File: src/rtl/rect_flip_scheduler_pkg.sv
// Shared types for the rectangle flip scheduler: FSM states and the queued command record.
package rect_flip_pkg;

  localparam int DEF_ADDR_W = 8;

  typedef enum logic [1:0] {
    IDLE  = 2'd0,
    ISSUE = 2'd1,
    WAIT  = 2'd2,
    GAP   = 2'd3
  } state_e;

  typedef struct packed {
    logic [DEF_ADDR_W-1:0] base_addr;
    logic [1:0]            r1;
    logic [1:0]            r2;
    logic [1:0]            c1;
    logic [1:0]            c2;
  } flip_cmd_t;

  // Orders both corner pairs so the low index always comes first.
  function automatic flip_cmd_t normalize_cmd(flip_cmd_t c);
    flip_cmd_t n;
    n = c;
    if (c.r1 > c.r2) begin
      n.r1 = c.r2;
      n.r2 = c.r1;
    end
    if (c.c1 > c.c2) begin
      n.c1 = c.c2;
      n.c2 = c.c1;
    end
    return n;
  endfunction

endpackage

File: src/rtl/rect_flip_scheduler_if.sv
// Command intake and flip-controller handshake bundled for the scheduler.
interface rect_flip_scheduler_if
  import rect_flip_pkg::*;
#(
  parameter int ADDR_W = DEF_ADDR_W
);

  logic              cmd_valid;
  logic              cmd_ready;
  logic [ADDR_W-1:0] cmd_base_addr;
  logic [1:0]        cmd_r1;
  logic [1:0]        cmd_r2;
  logic [1:0]        cmd_c1;
  logic [1:0]        cmd_c2;

  logic              flip_start;
  logic [ADDR_W-1:0] flip_base_addr;
  logic [1:0]        flip_r1;
  logic [1:0]        flip_r2;
  logic [1:0]        flip_c1;
  logic [1:0]        flip_c2;
  logic              flip_done;

  modport slave (
    input  cmd_valid, cmd_base_addr, cmd_r1, cmd_r2, cmd_c1, cmd_c2, flip_done,
    output cmd_ready, flip_start, flip_base_addr, flip_r1, flip_r2, flip_c1, flip_c2
  );

  modport master (
    output cmd_valid, cmd_base_addr, cmd_r1, cmd_r2, cmd_c1, cmd_c2, flip_done,
    input  cmd_ready, flip_start, flip_base_addr, flip_r1, flip_r2, flip_c1, flip_c2
  );

endinterface

File: src/rtl/rect_flip_scheduler_fifo.sv
// Small first-in first-out command queue; pushes while full are discarded.
module flip_cmd_fifo
  import rect_flip_pkg::*;
#(
  parameter int DEPTH = 4
) (
  input  logic      clk,
  input  logic      reset_n,
  input  logic      push_i,
  input  flip_cmd_t din_i,
  input  logic      pop_i,
  output flip_cmd_t dout_o,
  output logic      full_o,
  output logic      empty_o
);

  localparam int PW = (DEPTH > 1) ? $clog2(DEPTH) : 1;

  flip_cmd_t       mem_q [DEPTH];
  logic [PW-1:0]   wr_ptr_q;
  logic [PW-1:0]   rd_ptr_q;
  logic [PW:0]     count_q;
  logic [PW:0]     count_d;
  logic            do_push;
  logic            do_pop;

  assign full_o  = (count_q == (PW+1)'(DEPTH));
  assign empty_o = (count_q == '0);
  assign do_push = push_i && !full_o;
  assign do_pop  = pop_i && !empty_o;
  assign dout_o  = mem_q[rd_ptr_q];

  // Occupancy moves by one per accepted push or pop, unchanged when both happen.
  always_comb begin
    count_d = count_q;
    case ({do_push, do_pop})
      2'b10:   count_d = count_q + 1'b1;
      2'b01:   count_d = count_q - 1'b1;
      default: count_d = count_q;
    endcase
  end

  // Pointers wrap naturally because the depth is a power of two; reset flushes the queue.
  always_ff @(posedge clk or negedge reset_n) begin
    if (!reset_n) begin
      wr_ptr_q <= '0;
      rd_ptr_q <= '0;
      count_q  <= '0;
    end else begin
      if (do_push) wr_ptr_q <= wr_ptr_q + 1'b1;
      if (do_pop)  rd_ptr_q <= rd_ptr_q + 1'b1;
      count_q <= count_d;
    end
  end

  // Storage needs no reset: entries are only visible between the pointers.
  always_ff @(posedge clk) begin
    if (do_push) mem_q[wr_ptr_q] <= din_i;
  end

endmodule

File: src/rtl/rect_flip_scheduler.sv
// Queues rectangle-flip commands and issues them one at a time to the flip controller.
module rect_flip_scheduler
  import rect_flip_pkg::*;
#(
  parameter int ADDR_W     = DEF_ADDR_W,
  parameter int FIFO_DEPTH = 4,
  parameter int TIMEOUT    = 1024
) (
  input  logic                 clk,
  input  logic                 reset_n,
  rect_flip_scheduler_if.slave bus,
  input  logic                 clear_err,
  output logic                 busy,
  output logic [7:0]           done_count,
  output logic                 timeout_err
);

  localparam int             CW   = (TIMEOUT > 1) ? $clog2(TIMEOUT) : 1;
  localparam logic [CW-1:0]  LAST = CW'(TIMEOUT - 1);

  state_e            state_q, state_d;
  logic [CW-1:0]     wait_cnt_q, wait_cnt_d;
  logic [7:0]        done_count_q;
  logic              timeout_err_q;
  logic              start_q;
  logic [ADDR_W-1:0] flip_base_addr_q;
  logic [1:0]        flip_r1_q, flip_r2_q, flip_c1_q, flip_c2_q;

  flip_cmd_t raw_cmd;
  flip_cmd_t push_cmd;
  flip_cmd_t head_cmd;
  logic      q_full;
  logic      q_empty;
  logic      hit_done;
  logic      hit_timeout;

  assign raw_cmd  = '{base_addr: bus.cmd_base_addr, r1: bus.cmd_r1, r2: bus.cmd_r2,
                      c1: bus.cmd_c1, c2: bus.cmd_c2};
  assign push_cmd = normalize_cmd(raw_cmd);

  flip_cmd_fifo #(.DEPTH(FIFO_DEPTH)) u_fifo (
    .clk     (clk),
    .reset_n (reset_n),
    .push_i  (bus.cmd_valid),
    .din_i   (push_cmd),
    .pop_i   (state_q == ISSUE),
    .dout_o  (head_cmd),
    .full_o  (q_full),
    .empty_o (q_empty)
  );

  // A done pulse wins over an expiring wait counter in the same cycle.
  assign hit_done    = (state_q == WAIT) && bus.flip_done;
  assign hit_timeout = (state_q == WAIT) && !bus.flip_done && (wait_cnt_q == LAST);

  // Sequencing: idle until work arrives, issue, wait for completion, one idle gap cycle.
  always_comb begin
    state_d = state_q;
    case (state_q)
      IDLE:    if (!q_empty) state_d = ISSUE;
      ISSUE:   state_d = WAIT;
      WAIT:    if (hit_done || hit_timeout) state_d = GAP;
      GAP:     state_d = q_empty ? IDLE : ISSUE;
      default: state_d = IDLE;
    endcase
    wait_cnt_d = ((state_q == WAIT) && (state_d == WAIT)) ? wait_cnt_q + 1'b1 : '0;
  end

  // All state and outputs register here; the issued fields hold until the next issue.
  always_ff @(posedge clk or negedge reset_n) begin
    if (!reset_n) begin
      state_q          <= IDLE;
      wait_cnt_q       <= '0;
      done_count_q     <= '0;
      timeout_err_q    <= 1'b0;
      start_q          <= 1'b0;
      flip_base_addr_q <= '0;
      flip_r1_q        <= '0;
      flip_r2_q        <= '0;
      flip_c1_q        <= '0;
      flip_c2_q        <= '0;
    end else begin
      state_q    <= state_d;
      wait_cnt_q <= wait_cnt_d;
      start_q    <= (state_q == ISSUE);
      if (hit_done) done_count_q <= done_count_q + 8'd1;
      if (hit_timeout)    timeout_err_q <= 1'b1;
      else if (clear_err) timeout_err_q <= 1'b0;
      if (state_q == ISSUE) begin
        flip_base_addr_q <= head_cmd.base_addr;
        flip_r1_q        <= head_cmd.r1;
        flip_r2_q        <= head_cmd.r2;
        flip_c1_q        <= head_cmd.c1;
        flip_c2_q        <= head_cmd.c2;
      end
    end
  end

  assign bus.cmd_ready      = !q_full;
  assign bus.flip_start     = start_q;
  assign bus.flip_base_addr = flip_base_addr_q;
  assign bus.flip_r1        = flip_r1_q;
  assign bus.flip_r2        = flip_r2_q;
  assign bus.flip_c1        = flip_c1_q;
  assign bus.flip_c2        = flip_c2_q;
  assign busy               = !q_empty || (state_q == ISSUE) || (state_q == WAIT);
  assign done_count         = done_count_q;
  assign timeout_err        = timeout_err_q;

endmodule

File: src/flat_wrapper.sv
// flat-port wrapper written by rule: the top's interface ports become plain ports
module rect_flip_scheduler_flat import rect_flip_pkg::*;
#(
  parameter int ADDR_W     = DEF_ADDR_W,
  parameter int FIFO_DEPTH = 4,
  parameter int TIMEOUT    = 1024
)
  (clk, reset_n, clear_err, busy, done_count, timeout_err, bus_cmd_valid, bus_cmd_base_addr, bus_cmd_r1, bus_cmd_r2, bus_cmd_c1, bus_cmd_c2, bus_flip_done, bus_cmd_ready, bus_flip_start, bus_flip_base_addr, bus_flip_r1, bus_flip_r2, bus_flip_c1, bus_flip_c2);
  rect_flip_scheduler_if #(.ADDR_W(ADDR_W)) bus_i ();
  input  logic clk;
  input  logic reset_n;
  input  logic clear_err;
  output logic busy;
  output logic [7:0] done_count;
  output logic timeout_err;
  input wire logic [$bits(bus_i.cmd_valid)-1:0] bus_cmd_valid;
  input wire logic [$bits(bus_i.cmd_base_addr)-1:0] bus_cmd_base_addr;
  input wire logic [$bits(bus_i.cmd_r1)-1:0] bus_cmd_r1;
  input wire logic [$bits(bus_i.cmd_r2)-1:0] bus_cmd_r2;
  input wire logic [$bits(bus_i.cmd_c1)-1:0] bus_cmd_c1;
  input wire logic [$bits(bus_i.cmd_c2)-1:0] bus_cmd_c2;
  input wire logic [$bits(bus_i.flip_done)-1:0] bus_flip_done;
  output wire logic [$bits(bus_i.cmd_ready)-1:0] bus_cmd_ready;
  output wire logic [$bits(bus_i.flip_start)-1:0] bus_flip_start;
  output wire logic [$bits(bus_i.flip_base_addr)-1:0] bus_flip_base_addr;
  output wire logic [$bits(bus_i.flip_r1)-1:0] bus_flip_r1;
  output wire logic [$bits(bus_i.flip_r2)-1:0] bus_flip_r2;
  output wire logic [$bits(bus_i.flip_c1)-1:0] bus_flip_c1;
  output wire logic [$bits(bus_i.flip_c2)-1:0] bus_flip_c2;
  assign bus_i.cmd_valid = bus_cmd_valid;
  assign bus_i.cmd_base_addr = bus_cmd_base_addr;
  assign bus_i.cmd_r1 = bus_cmd_r1;
  assign bus_i.cmd_r2 = bus_cmd_r2;
  assign bus_i.cmd_c1 = bus_cmd_c1;
  assign bus_i.cmd_c2 = bus_cmd_c2;
  assign bus_i.flip_done = bus_flip_done;
  assign bus_cmd_ready = bus_i.cmd_ready;
  assign bus_flip_start = bus_i.flip_start;
  assign bus_flip_base_addr = bus_i.flip_base_addr;
  assign bus_flip_r1 = bus_i.flip_r1;
  assign bus_flip_r2 = bus_i.flip_r2;
  assign bus_flip_c1 = bus_i.flip_c1;
  assign bus_flip_c2 = bus_i.flip_c2;
  rect_flip_scheduler #(.ADDR_W(ADDR_W), .FIFO_DEPTH(FIFO_DEPTH), .TIMEOUT(TIMEOUT)) u_core (.clk(clk), .reset_n(reset_n), .bus(bus_i), .clear_err(clear_err), .busy(busy), .done_count(done_count), .timeout_err(timeout_err));
endmodule
File: config.mk
export PLATFORM = sky130hd
export DESIGN_NAME = rect_flip_scheduler_flat
export DESIGN_NICKNAME = d
export VERILOG_FILES = /design/src/rtl/rect_flip_scheduler_pkg.sv /design/src/rtl/rect_flip_scheduler_if.sv /design/src/rtl/rect_flip_scheduler_fifo.sv /design/src/rtl/rect_flip_scheduler.sv /design/src/flat_wrapper.sv
export SDC_FILE = /design/constraint.sdc
export NUM_CORES = 1
export LEC_CHECK = 0
export CORE_MARGIN = 2
export CORE_UTILIZATION = 60
export CTS_CLUSTER_SIZE = 40
export DETAILED_ROUTE_END_ITERATION = 8
export MAX_ROUTING_LAYER = met4
export PLACE_DENSITY_LB_ADDON = 0.12
export SLEW_MARGIN = 20
export SYNTH_ARGS = -nofsm -noshare
export SYNTH_HDL_FRONTEND = slang
export SYNTH_SLANG_ARGS = --single-unit
File: constraint.sdc
create_clock -name clk -period 5 [get_ports clk]
set_input_delay 0.75 -clock clk [delete_from_list [all_inputs] [get_ports clk]]
set_output_delay 0.75 -clock clk [all_outputs]
set_load 0.05 [all_outputs]
Word-level counts from Yosys, hierarchy flattened
Memories as Yosys holds them, arrays and structs flattened. A register that Yosys moved wholly into a read port is not among the register bits.
Cells that the tools add are included.
Storage, ports and cells
  register bits after elaboration: 29
  bits in writable memories: 64
  input port bits: 21
  word-level logic and storage cells: 54
  memories kept: 1
Memory list
  u_core.u_fifo.mem_q: depth 4, width 16, read ports 1, clocked after Yosys merged registers in 1, wr ports 1, line rect_flip_scheduler_fifo.sv:19  | flip_cmd_t mem_q [DEPTH];
Cells by class
  $add $sub $neg: 6
  $lt $le $gt $ge: 2
  eq/ne operators: 8
  mux-type cells: 12
  reductions and logical operators: 17
Operators by type and width (number)
  adder 10 x 1 -> 10 bit (second input constant): 1
  == test 10 bit (second input constant): 1
  two-way mux 10 bit: 1
  adder 8 x 1 -> 8 bit (second input constant): 1
  == test 2 bit (second input constant): 4
  two-way mux 4 bit: 2
  one-hot mux 2 bit (4 select lines): 1
  logical AND 1 bit: 6
  one-hot mux 3 bit (2 select lines): 1
  two-way mux 1 bit: 5
  adder 2 x 1 -> 2 bit (second input constant): 2
  == test 2 x 1 -> 1 bit (second input constant): 2
  greater-than comparator 2 bit: 2
  zero test 1 bit: 4
  two-way mux 2 bit: 2
  nonzero test 2 bit: 2
  adder 3 x 1 -> 3 bit (second input constant): 1
  == test 3 bit (second input constant): 1
  zero test 3 bit: 1
  logical OR 1 bit: 3
  subtractor 3 x 1 -> 3 bit (second input constant): 1
  zero test 2 bit: 1

Logic depth before layout (Yosys ltp)
  depth after elaboration: 9
  depth in mapped cells: 10

Hierarchy
Synthesis repeated with hierarchy kept, for this count alone.
Second synthesis, totals
  cell total of the unflattened synthesis: 292
  area total of the unflattened synthesis: 4707.0 um^2
By module, submodules not included
  flip_cmd_fifo: times used 1, cells an instance 121, area an instance 2775.2 um^2
  rect_flip_scheduler: times used 1, cells an instance 171, area an instance 1931.9 um^2

Worst setup path before layout
Ideal clock, no wire load.
  kind: reg-to-reg
  from: reg u_core.u_fifo.count_q[0]
  to: reg u_core.u_fifo.count_q[2]
  setup time: 0.079 ns
  arrival: 2.344 ns
  required time: 4.921 ns
  path slack: 2.577 ns
  stages on the path, launching flop included: 11
  path buffers: 0
  cells stage by stage: dfrtp_1 > inv_1 > nand3_1 > and2_1 > inv_1 > ha_1 > inv_1 > fa_1 > xor2_1 > nor2_1 > xor2_1
Between the ends
  longest elaborated chain between the ends: 5
Ends and longest elaborated chain
  from (decl): line rect_flip_scheduler_fifo.sv:22  | logic [PW:0] count_q;
  from (signal assigned): line rect_flip_scheduler_fifo.sv:52  | count_q <= count_d;
  == test 3 bit *: line rect_flip_scheduler_fifo.sv:27  | assign full_o = (count_q == (PW+1)'(DEPTH));
  zero test 1 bit *
  net bus_cmd_ready: line flat_wrapper.sv:23  | output wire logic [$bits(bus_i.cmd_ready)-1:0] bus_cmd_ready;
  logical AND 1 bit *: line rect_flip_scheduler_fifo.sv:29  | assign do_push = push_i && !full_o;
  == test 2 x 1 -> 1 bit / == test 2 bit (equally long branches): line rect_flip_scheduler_fifo.sv:36  | case ({do_push, do_pop})
  one-hot mux 3 bit (2 select lines) / nonzero test 2 bit (equally long branches)
The timed path passes the listed nets; every way through them passes the cells marked *.
A chain may end at the register's enable or synchronous reset.

Final worst setup path
  from: reg u_core.state_q[0]
  to: out busy
Between the ends
  longest elaborated chain between the ends: 3
Ends and longest elaborated chain
  from (decl): line rect_flip_scheduler.sv:21  | state_e state_q, state_d;
  from (signal assigned): line rect_flip_scheduler.sv:83  | state_q <= state_d;
  == test 2 x 1 -> 1 bit: line rect_flip_scheduler.sv:106  | assign busy = !q_empty || (state_q == ISSUE) || (state_q == WAIT);
  logical OR 1 bit: line rect_flip_scheduler.sv:106
  logical OR 1 bit *: line rect_flip_scheduler.sv:106
  to (decl): line flat_wrapper.sv:13  | output logic busy;
Every way passes the cells marked *; elsewhere a longest branch is shown, timed or not.

==> results.md <==
- Vertical extent of the die: between 90 and 100 um
- Arrival time at the worst endpoint: around 2300 ps
- Detailed-routing iteration count for the pre-antenna-repair pass: 4
- Unique masters post-synth: 32
- Max Fclk: 331.6 MHz
- Detailed Route Iter0 Violations: between 70 and 80
- Placer's final routability congestion estimate: approximately 0.75
- CTS sink cnt: about 110
- Synth-to-Final Area Change: 16.52%
- Cell-by-cell listing of the critical path: inv_1 -> ha_1 -> or3_1 -> clkdlybuf4s50_1
- Count of flip-flops with a built-in enable after synthesis: 64
- Total number of vias: between 2,000 and 2,500
- Port buffer count: between 40 and 50
- Post-synthesis sequential area ratio: 66.72%
- Combined area of the multi-input logic cells: roughly 1400 um^2
- Starting utilization of the core area: about 62%
- Clk root buf: sky130_fd_sc_hd__clkbuf_8
- Worst Path Class, Setup: reg -> out
- Count of warnings emitted by yosys: 0
- Most common cell after layout, fill and taps aside: sky130_fd_sc_hd__edfxtp_1
- Data required time of the critical path: about 4300 ps
- Remaining routing DRC violations: 0
- Count of fill cells added during filler insertion: 470
- Fraction of final layout cells sized beyond drive strength 1: 19.10%
- Final nets: 371
- Sequential cell area in the final layout: a little over 3000 um^2
- Post-detailed-route count of antenna-violating nets: 0
- Overall routing resource usage: between 20 and 25%
- ANT cells: 0
- Post-DP Area: slightly above 5000 um^2
- Maximum level of the CTS H-tree: 3
- Synthesized net count: 318
- Worst slew slack as a fraction of its limit: between 40% and 50%
- Hold-fix buffers, CTS: 0
- Cell type of the slowest stage on the worst timing path: sky130_fd_sc_hd__clkdlybuf4s50_1
- Buffer count from post-CTS setup fixing: 0
- Average size of a mapped cell: 16.49 um^2
- Max-capacitance violation count: 0
- Via density per instance: ~5.4
- Setup tns final: 0 ps
- Maximum number of buffers from clock root to sink: 2
- Register clock-pin slew on the reported worst setup and hold paths: ~100 ps
- Number of global-route vias before repair: approximately 2,500
- Transition time of the tightest slew-check pin: between 800 and 900 ps
- Crit-path max cell delay: around 710 ps
- Wire length reported by the detailed router: between 7 and 8 mm
- Biggest fanout along the worst timing path: 6
- Setup violators final: 0
- Area of all placed cells without fillers: 5323 um^2
- Flip-flop and latch count after synthesis: about 110
- Final core utilization: roughly 73%
- First-pass GRT wire length: ~12 mm
- LEAKAGE: 1.994 nW
- Cell area after synthesis: 4568 um^2
- Wirelength per Cell: between 15 and 20 um
- Worst-case clock skew: 10.06 ps
- Cell Count Post-Placement: 418
- Pin count of the biggest net entering global routing: 46
- Initial antenna violation count: 0
- Remaining Overflow, GRT: 0
- Power density over the cells: roughly 590 nW/um^2
- CTS buffer count: 9
- Final number of max-transition violations: 0
- Number of standard cells in the layout, taps in and fillers out: 434
- Clock Latency Late Sink: ~360 ps
- Synthesized instance count: approximately 280
- Outcome: complete, no violations
- Critical path endpoint category: primary output
- Clock tree from TritonCTS: built
- Core footprint: 7331 um^2
- Final HPWL from detailed placement: roughly 4.8 mm
- Total Power Consumption: around 3.1 mW
- CP startpoint kind: register
- Number of hold-slack violations in the final timing report: 0
- Final critical-path share of the clock period: about three fifths
- Worst-case vdd ir drop: approximately 0.00035 V
- Most frequent cells in the layout: sky130_fd_sc_hd__edfxtp_1 (64), sky130_fd_sc_hd__clkdlybuf4s50_1 (47), sky130_fd_sc_hd__dfrtp_1 (44)
- Number of placed I/O pins: 49
- Post-cts resize count: 0
- Area of the die: around 8300 um^2
- DIE WIDTH: ~90 um
- Primary FF master, synth: sky130_fd_sc_hd__edfxtp_1
- Minimum clock period after layout: 3016 ps
- Kind of path behind the tightest hold check: in -> async
- Fraction of registers with async set or reset after synthesis: around two fifths
- RSZ-0062 raised after global routing: no
- Count of standard-cell rows: 31
routing by layer:
layer / up-vias / routed length [um] / global-route usage [%]
met1: 1180 / 3249 / 24.93
li1: 1110 / - / -
met3: 8 / 384 / 5.394
met2: 63 / 3772 / 33.09
met4: 0 / 63 / 5.556
met5: - / 0 / -
power breakdown:
| group | switching [mW] | internal, mW | total (mW) |
|---|---|---|---|
| combinational | 0.717 | 0.522 | 1.24 |
| sequential | 0.188 | 1.21 | 1.40 |
| clock | 0.271 | 0.230 | 0.501 |
synthesized netlist by cell type (2+ instances only):
library cell               count  share of area, %
sky130_fd_sc_hd__mux4_2       16               7.9
sky130_fd_sc_hd__nor3_1        3              0.33
sky130_fd_sc_hd__and2_1        2              0.27
sky130_fd_sc_hd__nand2_1      10              0.82
sky130_fd_sc_hd__nor3b_1       2              0.33
sky130_fd_sc_hd__buf_2         2              0.22
sky130_fd_sc_hd__or3_1         2              0.27
sky130_fd_sc_hd__inv_1        18               1.5
sky130_fd_sc_hd__nand3_1      10               1.1
sky130_fd_sc_hd__nor2_1        9              0.74
sky130_fd_sc_hd__ha_1         19               5.2
sky130_fd_sc_hd__mux2_2       18               4.4
sky130_fd_sc_hd__edfxtp_1     64                42
sky130_fd_sc_hd__dfrtp_1      45                25
sky130_fd_sc_hd__o21ai_0       6              0.66
sky130_fd_sc_hd__clkbuf_1      2              0.16
sky130_fd_sc_hd__nor3_2        9               2.0
sky130_fd_sc_hd__a21oi_1       2              0.22
sky130_fd_sc_hd__and3_1        5              0.68
sky130_fd_sc_hd__nand2b_1      2              0.27
sky130_fd_sc_hd__xnor2_1      14               2.7
sky130_fd_sc_hd__xor2_1        7               1.3
path summary, 6_finish.rpt:
| check | startpoint | slack, ps | depth (start not counted) | to |
|---|---|---|---|---|
| worst max-delay path | u_core.state_q[0]$_DFF_PN0_ | 1980 | 4 | busy |
| worst min-delay path | reset_n | 380 | 1 | u_core.bus.flip_base_addr[2]$_DFFE_PN0P_ |
| worst min register to register | u_core.done_count[7]$_DFFE_PN0P_ | 470 | 1 | u_core.done_count[7]$_DFFE_PN0P_ |
| worst max register to register | u_core.state_q[1]$_DFF_PN0_ | 2660 | 10 | u_core.u_fifo.count_q[2]$_DFFE_PN0P_ |
| min in group clk | u_core.done_count[7]$_DFFE_PN0P_ | 470 | 1 | u_core.done_count[7]$_DFFE_PN0P_ |
| max in group asynchronous | reset_n | 4190 | 1 | u_core.u_fifo.rd_ptr_q[0]$_DFFE_PN0P_ |
worst max-delay path: cells and delay by family, from the launching register on:
family                   cells  cell delay, ps
buffers and inverters        2             800
flip-flops                   1             430
AND/OR/NAND/NOR              1             400
adder cells (fa/ha/maj)      1             280
flip-flops by register name, indices dropped and copies added, names as in the netlist:
| register | cells |
|---|---|
| u_core.bus.flip_base_addr | 8 |
| u_core.bus.flip_c1 | 2 |
| u_core.bus.flip_c2 | 2 |
| u_core.bus.flip_r1 | 2 |
| u_core.bus.flip_r2 | 2 |
| u_core.bus.flip_start | 1 |
| u_core.done_count | 8 |
| u_core.state_q | 2 |
| u_core.timeout_err | 1 |
| u_core.u_fifo.count_q | 3 |
| u_core.u_fifo.mem_q | 64 |
| u_core.u_fifo.rd_ptr_q | 2 |
| u_core.u_fifo.wr_ptr_q | 2 |
| u_core.wait_cnt_q | 10 |
per-stage QoR:
stage / worst slack (ps) / hold slack (ps)
after floorplan: 2577 / 454.4
after global placement: 2348 / 460.5
after detailed placement: 2262 / 465.2
after CTS: 1956 / 480.3
after global routing: 1881 / 414.7
final: 1984 / 383.7
cell families after synthesis:
| logic type | Yosys count | share of synthesized area [%] |
|---|---|---|
| AO/OA/AOI/OAI | 11 | 1.507 |
| XOR/XNOR | 21 | 4.026 |
| adder cells (fa/ha/maj) | 20 | 5.642 |
| buffers and inverters | 25 | 2.355 |
| flip-flops | 109 | 66.72 |
| multiplexers | 34 | 12.33 |
| AND/OR/NAND/NOR | 57 | 7.423 |
cell type report:
| type | count | share of cell area [%] |
|---|---|---|
| Tap cell | 99 | 2.327 |
| Timing Repair Buffer | 49 | 9.121 |
| Multi-Input combinational cell | 143 | 26.54 |
| Sequential cell | 109 | 57.29 |
| Clock inverter | 5 | 0.9873 |
| Clock buffer | 11 | 2.468 |
| Inverter | 18 | 1.269 |
(Power assumes the default switching activity.)
